[src/rtl/multiplier_arbiter_if.sv]
// rtl/multiplier_arbiter_if.sv - requester, response and shared-multiplier signals of the multiplier arbiter
interface multiplier_arbiter_if;
  logic        req0_valid;
  logic        req0_ready;
  logic [31:0] req0_a;
  logic [31:0] req0_b;
  logic        req1_valid;
  logic        req1_ready;
  logic [31:0] req1_a;
  logic [31:0] req1_b;
  logic        rsp0_valid;
  logic        rsp0_ready;
  logic [63:0] rsp0_data;
  logic        rsp1_valid;
  logic        rsp1_ready;
  logic [63:0] rsp1_data;
  logic [31:0] mul_a;
  logic [31:0] mul_b;
  logic [63:0] mul_p;
  logic        busy;

  modport master (
    output req0_valid, req0_a, req0_b, req1_valid, req1_a, req1_b,
    output rsp0_ready, rsp1_ready, mul_p,
    input  req0_ready, req1_ready, rsp0_valid, rsp0_data, rsp1_valid, rsp1_data,
    input  mul_a, mul_b, busy
  );

  modport slave (
    input  req0_valid, req0_a, req0_b, req1_valid, req1_a, req1_b,
    input  rsp0_ready, rsp1_ready, mul_p,
    output req0_ready, req1_ready, rsp0_valid, rsp0_data, rsp1_valid, rsp1_data,
    output mul_a, mul_b, busy
  );
endinterface

[src/rtl/multiplier_arbiter.sv]
// rtl/multiplier_arbiter.sv - two-requester arbiter in front of a shared LAT-cycle multiplier
// Optional MULTIPLIER_ARBITER_FIXED_PRIO_EN: requester 0 always wins contention, no round-robin pointer.
module multiplier_arbiter #(
  parameter int LAT = 2
) (
  input logic                clk,
  input logic                rst,
  multiplier_arbiter_if.slave bus
);
  typedef enum logic [1:0] {
    IDLE = 2'd0,
    BUSY = 2'd1,
    DONE = 2'd2
  } slot_t;

  slot_t slot0, slot1, slot0_next, slot1_next;
  logic elig0, elig1, grant0, grant1;
  logic out0, out1;
  logic [LAT-1:0] tag_valid;
  logic [LAT-1:0] tag_id;
  logic [63:0] rsp0_data, rsp1_data;
`ifndef MULTIPLIER_ARBITER_FIXED_PRIO_EN
  logic prio1;
`endif

  always_comb begin
    elig0 = bus.req0_valid && (slot0 == IDLE);
    elig1 = bus.req1_valid && (slot1 == IDLE);
`ifdef MULTIPLIER_ARBITER_FIXED_PRIO_EN
    grant0 = elig0;
    grant1 = elig1 && !elig0;
`else
    grant0 = elig0 && (!elig1 || !prio1);
    grant1 = elig1 && (!elig0 || prio1);
`endif
  end

  // The oldest tag entry identifies whose product is on mul_p this cycle.
  assign out0 = tag_valid[LAT-1] && !tag_id[LAT-1];
  assign out1 = tag_valid[LAT-1] &&  tag_id[LAT-1];

  assign bus.req0_ready = grant0;
  assign bus.req1_ready = grant1;
  assign bus.mul_a      = grant0 ? bus.req0_a : (grant1 ? bus.req1_a : 32'd0);
  assign bus.mul_b      = grant0 ? bus.req0_b : (grant1 ? bus.req1_b : 32'd0);
  assign bus.rsp0_valid = (slot0 == DONE);
  assign bus.rsp1_valid = (slot1 == DONE);
  assign bus.rsp0_data  = rsp0_data;
  assign bus.rsp1_data  = rsp1_data;
  assign bus.busy       = (slot0 != IDLE) || (slot1 != IDLE);

  always_comb begin
    slot0_next = slot0;
    slot1_next = slot1;
    case (slot0)
      IDLE:    if (grant0) slot0_next = BUSY;
      BUSY:    if (out0) slot0_next = DONE;
      DONE:    if (bus.rsp0_ready) slot0_next = IDLE;
      default: slot0_next = IDLE;
    endcase
    case (slot1)
      IDLE:    if (grant1) slot1_next = BUSY;
      BUSY:    if (out1) slot1_next = DONE;
      DONE:    if (bus.rsp1_ready) slot1_next = IDLE;
      default: slot1_next = IDLE;
    endcase
  end

  always_ff @(posedge clk) begin
    if (rst) begin
      slot0     <= IDLE;
      slot1     <= IDLE;
      tag_valid <= '0;
      tag_id    <= '0;
      rsp0_data <= 64'd0;
      rsp1_data <= 64'd0;
`ifndef MULTIPLIER_ARBITER_FIXED_PRIO_EN
      prio1     <= 1'b0;
`endif
    end else begin
      slot0 <= slot0_next;
      slot1 <= slot1_next;
      for (int i = LAT - 1; i > 0; i--) begin
        tag_valid[i] <= tag_valid[i-1];
        tag_id[i]    <= tag_id[i-1];
      end
      tag_valid[0] <= grant0 || grant1;
      tag_id[0]    <= grant1;
      if ((slot0 == BUSY) && out0) rsp0_data <= bus.mul_p;
      if ((slot1 == BUSY) && out1) rsp1_data <= bus.mul_p;
`ifndef MULTIPLIER_ARBITER_FIXED_PRIO_EN
      if (grant0) prio1 <= 1'b1;
      else if (grant1) prio1 <= 1'b0;
`endif
    end
  end
endmodule

[src/flat_wrapper.sv]
// flat-port wrapper written by rule: the top's interface ports become plain ports
module multiplier_arbiter_flat 
#(
  parameter int LAT = 2
)
  (clk, rst, bus_req0_valid, bus_req0_a, bus_req0_b, bus_req1_valid, bus_req1_a, bus_req1_b, bus_rsp0_ready, bus_rsp1_ready, bus_mul_p, bus_req0_ready, bus_req1_ready, bus_rsp0_valid, bus_rsp0_data, bus_rsp1_valid, bus_rsp1_data, bus_mul_a, bus_mul_b, bus_busy);
  multiplier_arbiter_if bus_i ();
  input logic clk;
  input logic rst;
  input wire logic [$bits(bus_i.req0_valid)-1:0] bus_req0_valid;
  input wire logic [$bits(bus_i.req0_a)-1:0] bus_req0_a;
  input wire logic [$bits(bus_i.req0_b)-1:0] bus_req0_b;
  input wire logic [$bits(bus_i.req1_valid)-1:0] bus_req1_valid;
  input wire logic [$bits(bus_i.req1_a)-1:0] bus_req1_a;
  input wire logic [$bits(bus_i.req1_b)-1:0] bus_req1_b;
  input wire logic [$bits(bus_i.rsp0_ready)-1:0] bus_rsp0_ready;
  input wire logic [$bits(bus_i.rsp1_ready)-1:0] bus_rsp1_ready;
  input wire logic [$bits(bus_i.mul_p)-1:0] bus_mul_p;
  output wire logic [$bits(bus_i.req0_ready)-1:0] bus_req0_ready;
  output wire logic [$bits(bus_i.req1_ready)-1:0] bus_req1_ready;
  output wire logic [$bits(bus_i.rsp0_valid)-1:0] bus_rsp0_valid;
  output wire logic [$bits(bus_i.rsp0_data)-1:0] bus_rsp0_data;
  output wire logic [$bits(bus_i.rsp1_valid)-1:0] bus_rsp1_valid;
  output wire logic [$bits(bus_i.rsp1_data)-1:0] bus_rsp1_data;
  output wire logic [$bits(bus_i.mul_a)-1:0] bus_mul_a;
  output wire logic [$bits(bus_i.mul_b)-1:0] bus_mul_b;
  output wire logic [$bits(bus_i.busy)-1:0] bus_busy;
  assign bus_i.req0_valid = bus_req0_valid;
  assign bus_i.req0_a = bus_req0_a;
  assign bus_i.req0_b = bus_req0_b;
  assign bus_i.req1_valid = bus_req1_valid;
  assign bus_i.req1_a = bus_req1_a;
  assign bus_i.req1_b = bus_req1_b;
  assign bus_i.rsp0_ready = bus_rsp0_ready;
  assign bus_i.rsp1_ready = bus_rsp1_ready;
  assign bus_i.mul_p = bus_mul_p;
  assign bus_req0_ready = bus_i.req0_ready;
  assign bus_req1_ready = bus_i.req1_ready;
  assign bus_rsp0_valid = bus_i.rsp0_valid;
  assign bus_rsp0_data = bus_i.rsp0_data;
  assign bus_rsp1_valid = bus_i.rsp1_valid;
  assign bus_rsp1_data = bus_i.rsp1_data;
  assign bus_mul_a = bus_i.mul_a;
  assign bus_mul_b = bus_i.mul_b;
  assign bus_busy = bus_i.busy;
  multiplier_arbiter #(.LAT(LAT)) u_core (.clk(clk), .rst(rst), .bus(bus_i));
endmodule
[config.mk]
export PLATFORM = sky130hd
export DESIGN_NAME = multiplier_arbiter_flat
export DESIGN_NICKNAME = d
export VERILOG_FILES = /design/src/rtl/multiplier_arbiter_if.sv /design/src/rtl/multiplier_arbiter.sv /design/src/flat_wrapper.sv
export SDC_FILE = /design/constraint.sdc
export NUM_CORES = 1
export LEC_CHECK = 0
export ABC_AREA = 1
export CAP_MARGIN = 5
export CORE_AREA = 5 5 150 152
export DETAILED_ROUTE_END_ITERATION = 10
export DIE_AREA = 0 0 155 157
export HOLD_SLACK_MARGIN = 0.15
export PLACE_DENSITY = 0.68
export SYNTH_ARGS = -nofsm -noshare
export SYNTH_HDL_FRONTEND = slang
export SYNTH_SLANG_ARGS = --single-unit
[constraint.sdc]
create_clock -name clk -period 2.2 [get_ports clk]
set_input_delay 0.22 -clock clk [delete_from_list [all_inputs] [get_ports clk]]
set_output_delay 0.22 -clock clk [all_outputs]
set_load 0.01 [all_outputs]
==> results of run 1 <==
state kept, by name, indices dropped and copies added, names as in the netlist:
| register | flops |
|---|---|
| u_core.tag_id | 2 |
| u_core.prio1 | 1 |
| u_core.slot0 | 2 |
| u_core.bus.rsp0_data | 64 |
| u_core.slot1 | 2 |
| u_core.bus.rsp1_data | 64 |
| u_core.tag_valid | 2 |
how the worst max path moves through the flow:
stage	from	endpoint	slack, ns	depth (start not counted)
floorplan	u_core.slot0[0]	bus_mul_a[10]	0.81	7
global placement	bus_req0_valid	bus_mul_a[21]	-0.31	7
detailed placement	bus_req0_valid	bus_mul_a[21]	-0.32	7
CTS	u_core.slot0[1]	bus_mul_b[3]	0.002	8
global route	u_core.slot1[0]	bus_mul_b[5]	-0.004	8
finish	u_core.slot1[1]	bus_mul_b[5]	0.10	8
through the flow:
stage	setup slack, ns	cell area, sq um
after floorplan	0.8139	6217
after CTS	0.002448	11180
after detailed placement	-0.3157	10500
after global placement	-0.3078	10500
after global routing	-0.004450	11220
final	0.1035	11220
cell usage after synthesis:
cell / n
a21oi_1: 4
dfxtp_1: 137
nand3_1: 67
inv_2: 5
nor2_2: 3
inv_1: 140
o21a_1: 1
clkbuf_2: 4
nand2_2: 1
nand2_1: 141
buf_2: 34
buf_6: 8
o21ai_1: 24
buf_4: 8
clkbuf_1: 9
nor2_1: 266
o21ai_0: 104
worst min-delay path: stages, from the launching register on:
cell,delay [ns]
dfxtp_1,0.29
inv_1,0.04
nor2_1,0.03
cell type report:
type / instances / area (sq um) / share of cell area
antenna: 8 / 20.02 / 0.001785
clock buffer: 21 / 460.4 / 0.04105
clock inverter: 11 / 168.9 / 0.01506
inverter: 145 / 545.5 / 0.04864
multi-input combinational: 611 / 2606 / 0.2324
sequential: 137 / 2744 / 0.2446
tap: 275 / 344.1 / 0.03068
timing repair buffer: 432 / 4327 / 0.3858
per-layer routing:
layer  GRT usage  up-vias
met5           0        -
met1      0.2122     3182
li1            -     3676
met4     0.09966        0
met3     0.07259       38
met2      0.3939      284
placed cells by master, fill, tap and decap left out, types with 23 or more instances in the layout:
master and n:
clkdlybuf4s50_1 328, buf_4 28, nor2_1 264, inv_1 139
nand3_1 66, dfxtp_1 136, nand2_1 140, o21ai_0 101
o21ai_1 23, dlygate4sd2_1 55
cell families (layout without fill, tap and decap cells):
| group | Yosys count | count (layout) | share of synthesized area |
|---|---|---|---|
| flip-flops | 137 | 137 | 0.4411 |
| AO/OA/AOI/OAI | 133 | 133 | 0.1075 |
| AND/OR/NAND/NOR | 478 | 478 | 0.3037 |
| other | 0 | 8 | 0 |
| buffers and inverters | 208 | 609 | 0.1477 |
where the power goes:
group          switching (mW)  internal [mW]  total, mW
combinational           0.678          0.793       1.47
clock                    1.06           1.96       3.02
sequential             0.0307           2.54       2.57
repair_timing:
action	4_1_cts	5_1_grt
buffers inserted	4	2
endpoints found under the hold margin	0	0
resized for setup	74	11
setup endpoints to repair	60	19
gates cloned	2	0
pin swaps	1	2
==> impl_metrics.yaml, run 1 <==
status:
  outcome: "completed"
route:
  drt_pass1_iterations: 5
  drc: 0
  drt_wl_total_mm: 26.71
  met3_length_mm: 2.199
  m1WireLength_mm: 9.561
  vias_per_cell: 4.378
  num_vias: 7180
  drtIter0Drc: 248
  wire_per_inst_um: 16.29
  ant_nets: 0
  met2_length_mm: 14.15
  routed.top_layer: "met4"
critical_path:
  worst-endpoint-arrival_ns: 1.88
  timing.rr.end: "u_core.bus.rsp1_data[8]"
  required_ns: 1.98
  rr_startpoint: "u_core.slot1[0]"
  path_delay_family: "buffers and inverters"
  critPathSlowestCell: "dfxtp_1"
  cp-start-kind: "flop"
  critPathMaxFanout: 14
  crit_buf_inv: 4
  end_kind: "output pin"
  max_stage_delay_ns: 0.33
  path_class: "flop to output pin"
  crit_chain: "inv_2 > nand2_1 > nor2_4 > buf_4 > buf_12 > nand3_1 > o21ai_0 > dlygate4sd2_1"
  rrSetupSlack_ns: 0.64
  reg2regPathDepth: 7
cells_and_area:
  fin_cells: 1640
  nets: 1542
  fin_util: 0.5369
  fill_cells: 2077
  drive_above_1_share: 0.07074
  area_growth_pct: 80.40
sta:
  tns_ns: 0
  setup_violations: 0
  drv_slew: 0
  max_freq_mhz: 477.0
  worst_clock_skew_ns: 0.006375
  finalHoldViolCount: 0
  holdWs_ns: 0.3992
  tightestPinTransition_ns: 0.4601
  fin_crit_ns: 2.097
  max_slew_margin: 0.6933
  min_period_over_period: 0.9530
global_routing:
  grt_pass1_vias: 6993
  gr-total-overflow: 0
  antenna_found_initial: 8
  track_usage: 0.2119
  grt_max_degree: 102
  grt_first_pass_wirelength_mm: 39.66
yosys:
  seq_area_frac_synth: 0.4411
  ys.warnings.count: 0
  synth_area_leaders: "dfxtp_1, nor2_1, nand2_1"
  synth.ff_latch_count: 137
  avgSynthCellArea_sq_um: 6.503
  synth_top_area_frac: 0.4411
  yosys.area.top_type: "dfxtp_1"
  yosysUniqueCellTypes: 17
  synth_nets: 1154
  netlist_area_sq_mm: 0.006217
  synth_cells: 956
clocking:
  cts_sinks: 137
  clk_path_buf_depth: 2
  numCtsBuffers: 17
  cts_max_level: 4
  cts_root_buffer: "clkbuf_16"
  clkLatencyLatePin_ns: 0.41
  path_clk_slew_ns: 0.05
  cts_tree: "done"
  hold_buffers: 0
place:
  placed_cells: 1592
  io_buffer_count: 394
  gp_congestion: 0.8618
  dpl.hpwl_mm: 20.81
power_and_ir_drop:
  p_total_mw: 7.065
  p_leak_nw: 4.969
  vdd_ir_drop_max_mv: 0.4354
  power_density_mw_per_mm2: 629.9
floorplanning:
  dieArea_sq_mm: 0.02434
  core.rowCount: 53
  fp.dieH_um: 157
  initial_core_util: 0.2976
  coreArea_sq_mm: 0.02089
  fp.dieW_um: 155
  pin_count: 395
hold_path:
  hold_class: "flop to flop"
  holdPathEnd: "u_core.tag_id[1]"
  holdPathStages: 2
  hold_start: "u_core.tag_id[0]"
run:
  drv_cap: 0
Power figures use the tool's default switching activity.
==> inputs of run 2 (changes only) <==
Settings changed: CORE_AREA 5 5 150 152 to unset, CORE_ASPECT_RATIO set to 1.25, CORE_MARGIN set to 5, CORE_UTILIZATION set to 30, DIE_AREA 0 0 155 157 to unset.
==> run 2 against run 1 <==
Net effect:
- clock power is 6.6% higher
- wire length is 4.3% higher
- global-route usage is 1.3 points higher
- highest routed layer is now met5
- worst setup slack better by 0.0085 ns
- count of clock-buffer cells in the layout is 3 lower
- non-clock buffer count stayed put
- first-iteration DRC count is 47% higher
- sequential cell count stayed put
- critical path depth is 1 lower
- total power is 2.1% higher
- largest power group unchanged
==> impl_metrics.yaml, run 2 (synthesis gave the netlist of run 1 again) <==
sta:
  fin_crit_ns: 2.088
  min_period_over_period: 0.9491
  holdWs_ns: 0.4025
  tightestPinTransition_ns: 0.7057
  finalHoldViolCount: 0
  tns_ns: 0
  max_slew_margin: 0.5295
  setup_violations: 0
  worst_clock_skew_ns: 0.006517
  max_freq_mhz: 478.9
  worst_slack_ns: 0.1119
  drv_slew: 0
floorplanning:
  core.rowCount: 59
  dieArea_sq_mm: 0.02372
  fp.dieW_um: 138.8
  coreArea_sq_mm: 0.02060
  initial_core_util: 0.3019
  fp.dieH_um: 171.0
  pin_count: 395
global_routing:
  track_usage: 0.2244
  grt_max_degree: 81
  grt_pass1_vias: 7028
  grt_first_pass_wirelength_mm: 40.65
  gr-total-overflow: 0
  antenna_found_initial: 20
place:
  gp_congestion: 0.8482
  pre_cts_slack_ns: -0.1450
  dpl.hpwl_mm: 22.50
  placed_cells: 1599
  io_buffer_count: 394
  placed_cell_area_sq_mm: 0.01062
route:
  vias_per_cell: 4.438
  drt_wl_total_mm: 27.87
  drtIter0Drc: 365
  ant_nets: 0
  wire_per_inst_um: 17.03
  drc: 0
  num_vias: 7260
  drt_pass1_iterations: 5
clocking:
  cts_root_buffer: "clkbuf_16"
  post_cts_buffers: 0
  path_clk_slew_ns: 0.06
  hold_buffers: 0
  clkLatencyLatePin_ns: 0.41
  numCtsBuffers: 17
  cts_max_level: 4
  cts_tree: "done"
  cts.repair.resized: 66
  clk_path_buf_depth: 2
  cts_sinks: 137
critical_path:
  cp-start-kind: "flop"
  path_delay_family: "buffers and inverters"
  crit_chain: "inv_2 > nand2_1 > nor2_2 > nand2_4 > buf_4 > o21ai_0 > dlygate4sd2_1"
  required_ns: 1.98
  crit_buf_inv: 3
  max_stage_delay_ns: 0.35
  worst-endpoint-arrival_ns: 1.87
  critPathMaxFanout: 11
  path_class: "flop to output pin"
  critPathSlowestCell: "dfxtp_1"
  end_kind: "output pin"
cells_and_area:
  top_regs: "u_core.bus.rsp0_data x64, u_core.bus.rsp1_data x64"
  drive_above_1_share: 0.06338
  fin_cells: 1636
  nets: 1542
  fin_area_sq_mm: 0.01123
  area_growth_pct: 80.56
  final_cell_mix: "clkdlybuf4s50_1, nor2_1, nand2_1, inv_1, dfxtp_1"
  fin_util: 0.5450
  layout_commonest_cell: "clkdlybuf4s50_1"
power_and_ir_drop:
  seqPwrFrac: 0.356
  p_sw_mw: 1.841
  clockPowerShare: 0.447
  vdd_ir_drop_max_mv: 0.4255
  p_total_mw: 7.213
  internal_power_mw: 5.372
  p_leak_nw: 4.987
  swShare: 0.2553
  p_comb_frac: 0.197
  power_density_mw_per_mm2: 642.5
run:
  drv_cap: 0
hold_path:
  hold_class: "flop to flop"
status:
  outcome: "completed"
==> run 2: cell types whose count changed in the layout (fill, tap and decap cells not counted), sizes merged, moves of 3 or more <==
cell	before	now
clkbuf	24	18
clkinv	6	2
diode	8	5
dlygate4sd2	55	61
inv	145	152
==> run 2: power by group through the flow <==
stage | logic [mW] | registers, mW | clock network, mW
after floorplan | 0.524 | 2.65 | 0
after global routing | 1.55 | 2.58 | 3.40
after detailed placement | 1.52 | 2.63 | 0
after global placement | 1.52 | 2.62 | 0
after CTS | 1.43 | 2.57 | 3.29
final | 1.42 | 2.57 | 3.22
==> run 2: cell type report <==
cell class | count | area [sq um]
fillers | 2041 | 9370
repair buffers | 432 | 4335
multi-input cells | 611 | 2584
clock inverters | 14 | 234.0
diodes | 5 | 12.51
well taps | 274 | 342.8
clock buffers | 18 | 429.2
flip-flops and latches | 137 | 2743
inverters | 145 | 545.5
==> run 2: tightest hold or removal path, stage by stage (launching register included) <==
cell and delay [ns]:
dfxtp_1 0.30, inv_1 0.04, nor2_1 0.03
==> run 2: per-layer routing <==
layer	part of all wire	GRT usage	routed length, um	up-vias
li1	-	-	-	3672
met1	0.37	0.2265	10360	3203
met2	0.48	0.3974	13290	298
met3	0.13	0.1280	3497	55
met4	0.019	0.06468	534	32
met5	0.0070	0	195	-
==> run 2: worst paths after layout <==
kind | from | to | slack (ns) | cells after the start
setup reg to reg | u_core.slot0[0] | u_core.bus.rsp0_data[30] | 0.66 | 6
hold reg to reg | u_core.tag_id[0] | u_core.tag_id[1] | 0.40 | 2
hold / removal | u_core.tag_id[0] | u_core.tag_id[1] | 0.40 | 2
setup / recovery | u_core.slot0[0] | bus_mul_b[25] | 0.11 | 7
==> inputs of run 3 (changes only) <==
Settings changed: CAP_MARGIN 5 to unset, CORE_MARGIN 5 to 8.
==> run 3 against run 2 <==
Net effect:
- clock skew is 0.0048 ns higher
- worst hold slack worse by 0.0017 ns
- via count fell by 1.5%
- worst setup slack worse by 0.065 ns
- sequential power barely moved
- final cell count down 0.79%
- critical path depth is 1 higher
- cell area down 2.3%
- total power is 7.5% lower
- maximum frequency is 3.0% lower
- sequential share of layout area increased by 0.57 points
- critical endpoint is now bus_mul_a[11]
- largest cell class unchanged
- highest routed layer unchanged
==> impl_metrics.yaml, run 3 (synthesis gave the netlist of run 1 again) <==
global_routing:
  antenna_found_initial: 9
  grt_max_degree: 59
  grt_pass1_vias: 6980
  track_usage: 0.2194
  gr-total-overflow: 0
  grt_first_pass_wirelength_mm: 41.83
power_and_ir_drop:
  vdd_ir_drop_max_mv: 0.4424
  p_total_mw: 6.675
  power_density_mw_per_mm2: 608.4
  p_leak_nw: 4.829
floorplanning:
  dieArea_sq_mm: 0.02562
  initial_core_util: 0.3019
  core.rowCount: 59
  coreArea_sq_mm: 0.02060
  pin_count: 395
  fp.dieH_um: 177.0
  fp.dieW_um: 144.8
route:
  wire_per_inst_um: 17.87
  drt_pass1_iterations: 4
  drt_wl_total_mm: 29.01
  ant_nets: 0
  vias_per_cell: 4.405
  num_vias: 7150
  drtIter0Drc: 288
  drc: 0
hold_path:
  hold_class: "flop to flop"
sta:
  max_freq_mhz: 464.4
  finalHoldViolCount: 0
  max_slew_margin: 0.7163
  tns_ns: 0
  grt_setup_unrepaired: "true"
  fin_crit_ns: 2.153
  worst_clock_skew_ns: 0.01136
  drv_slew: 0
  tightestPinTransition_ns: 0.4256
  min_period_over_period: 0.9788
  setup_violations: 0
clocking:
  cts_root_buffer: "clkbuf_16"
  cts_max_level: 4
  cts_tree: "done"
  clkLatencyLatePin_ns: 0.42
  clk_path_buf_depth: 2
  cts_sinks: 137
  numCtsBuffers: 17
  path_clk_slew_ns: 0.06
  hold_buffers: 0
place:
  io_buffer_count: 394
  dpl.hpwl_mm: 23.29
  placed_cells: 1586
  gp_congestion: 0.9187
cells_and_area:
  drive_above_1_share: 0.06756
  layout_commonest_cell: "clkdlybuf4s50_1"
  nets: 1532
  top_regs: "u_core.bus.rsp0_data x64, u_core.bus.rsp1_data x64"
  final_cell_mix: "clkdlybuf4s50_1, nor2_1, nand2_1, inv_1, dfxtp_1"
  fin_cells: 1623
  area_growth_pct: 76.47
critical_path:
  critPathMaxFanout: 19
  cp-start-kind: "flop"
  path_class: "flop to output pin"
  worst-endpoint-arrival_ns: 1.93
  end_kind: "output pin"
  required_ns: 1.98
run:
  drv_cap: 0
status:
  outcome: "completed"
run 3: report_power, final:
| group | total, mW | internal [mW] | switching [mW] |
|---|---|---|---|
| Sequential | 2.57 | 2.54 | 0.0300 |
| Combinational | 1.40 | 0.754 | 0.642 |
| Clock | 2.71 | 1.49 | 1.22 |
| Total | 6.67 | 4.78 | 1.89 |
run 3: path summary, 6_finish.rpt:
path,startpoint,to,slack (ns),cells after the start
min reg2reg,u_core.tag_valid[0],u_core.tag_valid[1],0.40,2
max,u_core.slot1[1],bus_mul_a[11],0.05,8
max reg2reg,u_core.slot1[0],u_core.bus.rsp1_data[14],0.69,6
min,u_core.tag_valid[0],u_core.tag_valid[1],0.40,2
run 3: stage by stage:
| stage | instance area (sq um) | util | hold slack [ns] | setup slack, ns |
|---|---|---|---|---|
| after floorplan | 6217 | - | 0.3679 | 0.8139 |
| after global placement | 10460 | 0.5079 | 0.3940 | -0.06394 |
| after detailed placement | 10460 | 0.5079 | 0.3960 | -0.1007 |
| after CTS | 11000 | 0.5343 | 0.4045 | -0.002712 |
| after global routing | 10970 | 0.5326 | 0.4396 | -0.08598 |
| final | 10970 | 0.5327 | 0.4009 | 0.04654 |
run 3: critical path, cell delays in order (launching register included):
cell	delay, ns
dfxtp_1	0.34
inv_2	0.06
nand2_1	0.08
nor2_4	0.17
buf_4	0.15
bufbuf_16	0.28
nand3_1	0.09
o21ai_0	0.08
clkdlybuf4s15_1	0.26
run 3: routing by layer:
metal,global-route usage,vias to the layer above,routed length (um)
met2,0.3775,298,13740
met3,0.08961,38,3074
met4,0.05432,14,436
li1,-,3646,-
met5,0,-,88
met1,0.2452,3154,11670
run 3: layout make-up:
type	count	area [sq um]
clock buffers	17	425.4
multi-input cells	611	2595
clock inverters	15	133.9
fillers	2053	9624
well taps	274	342.8
repair buffers	422	4182
flip-flops and latches	137	2743
diodes	2	5.005
inverters	145	545.5
run 3: timing repair:
item / CTS / global route
gates cloned: 1 / 0
endpoints found under the setup margin: 65 / 19
buffers inserted: 1 / 1
resized for setup: 81 / 38
pin swaps: 0 / 1
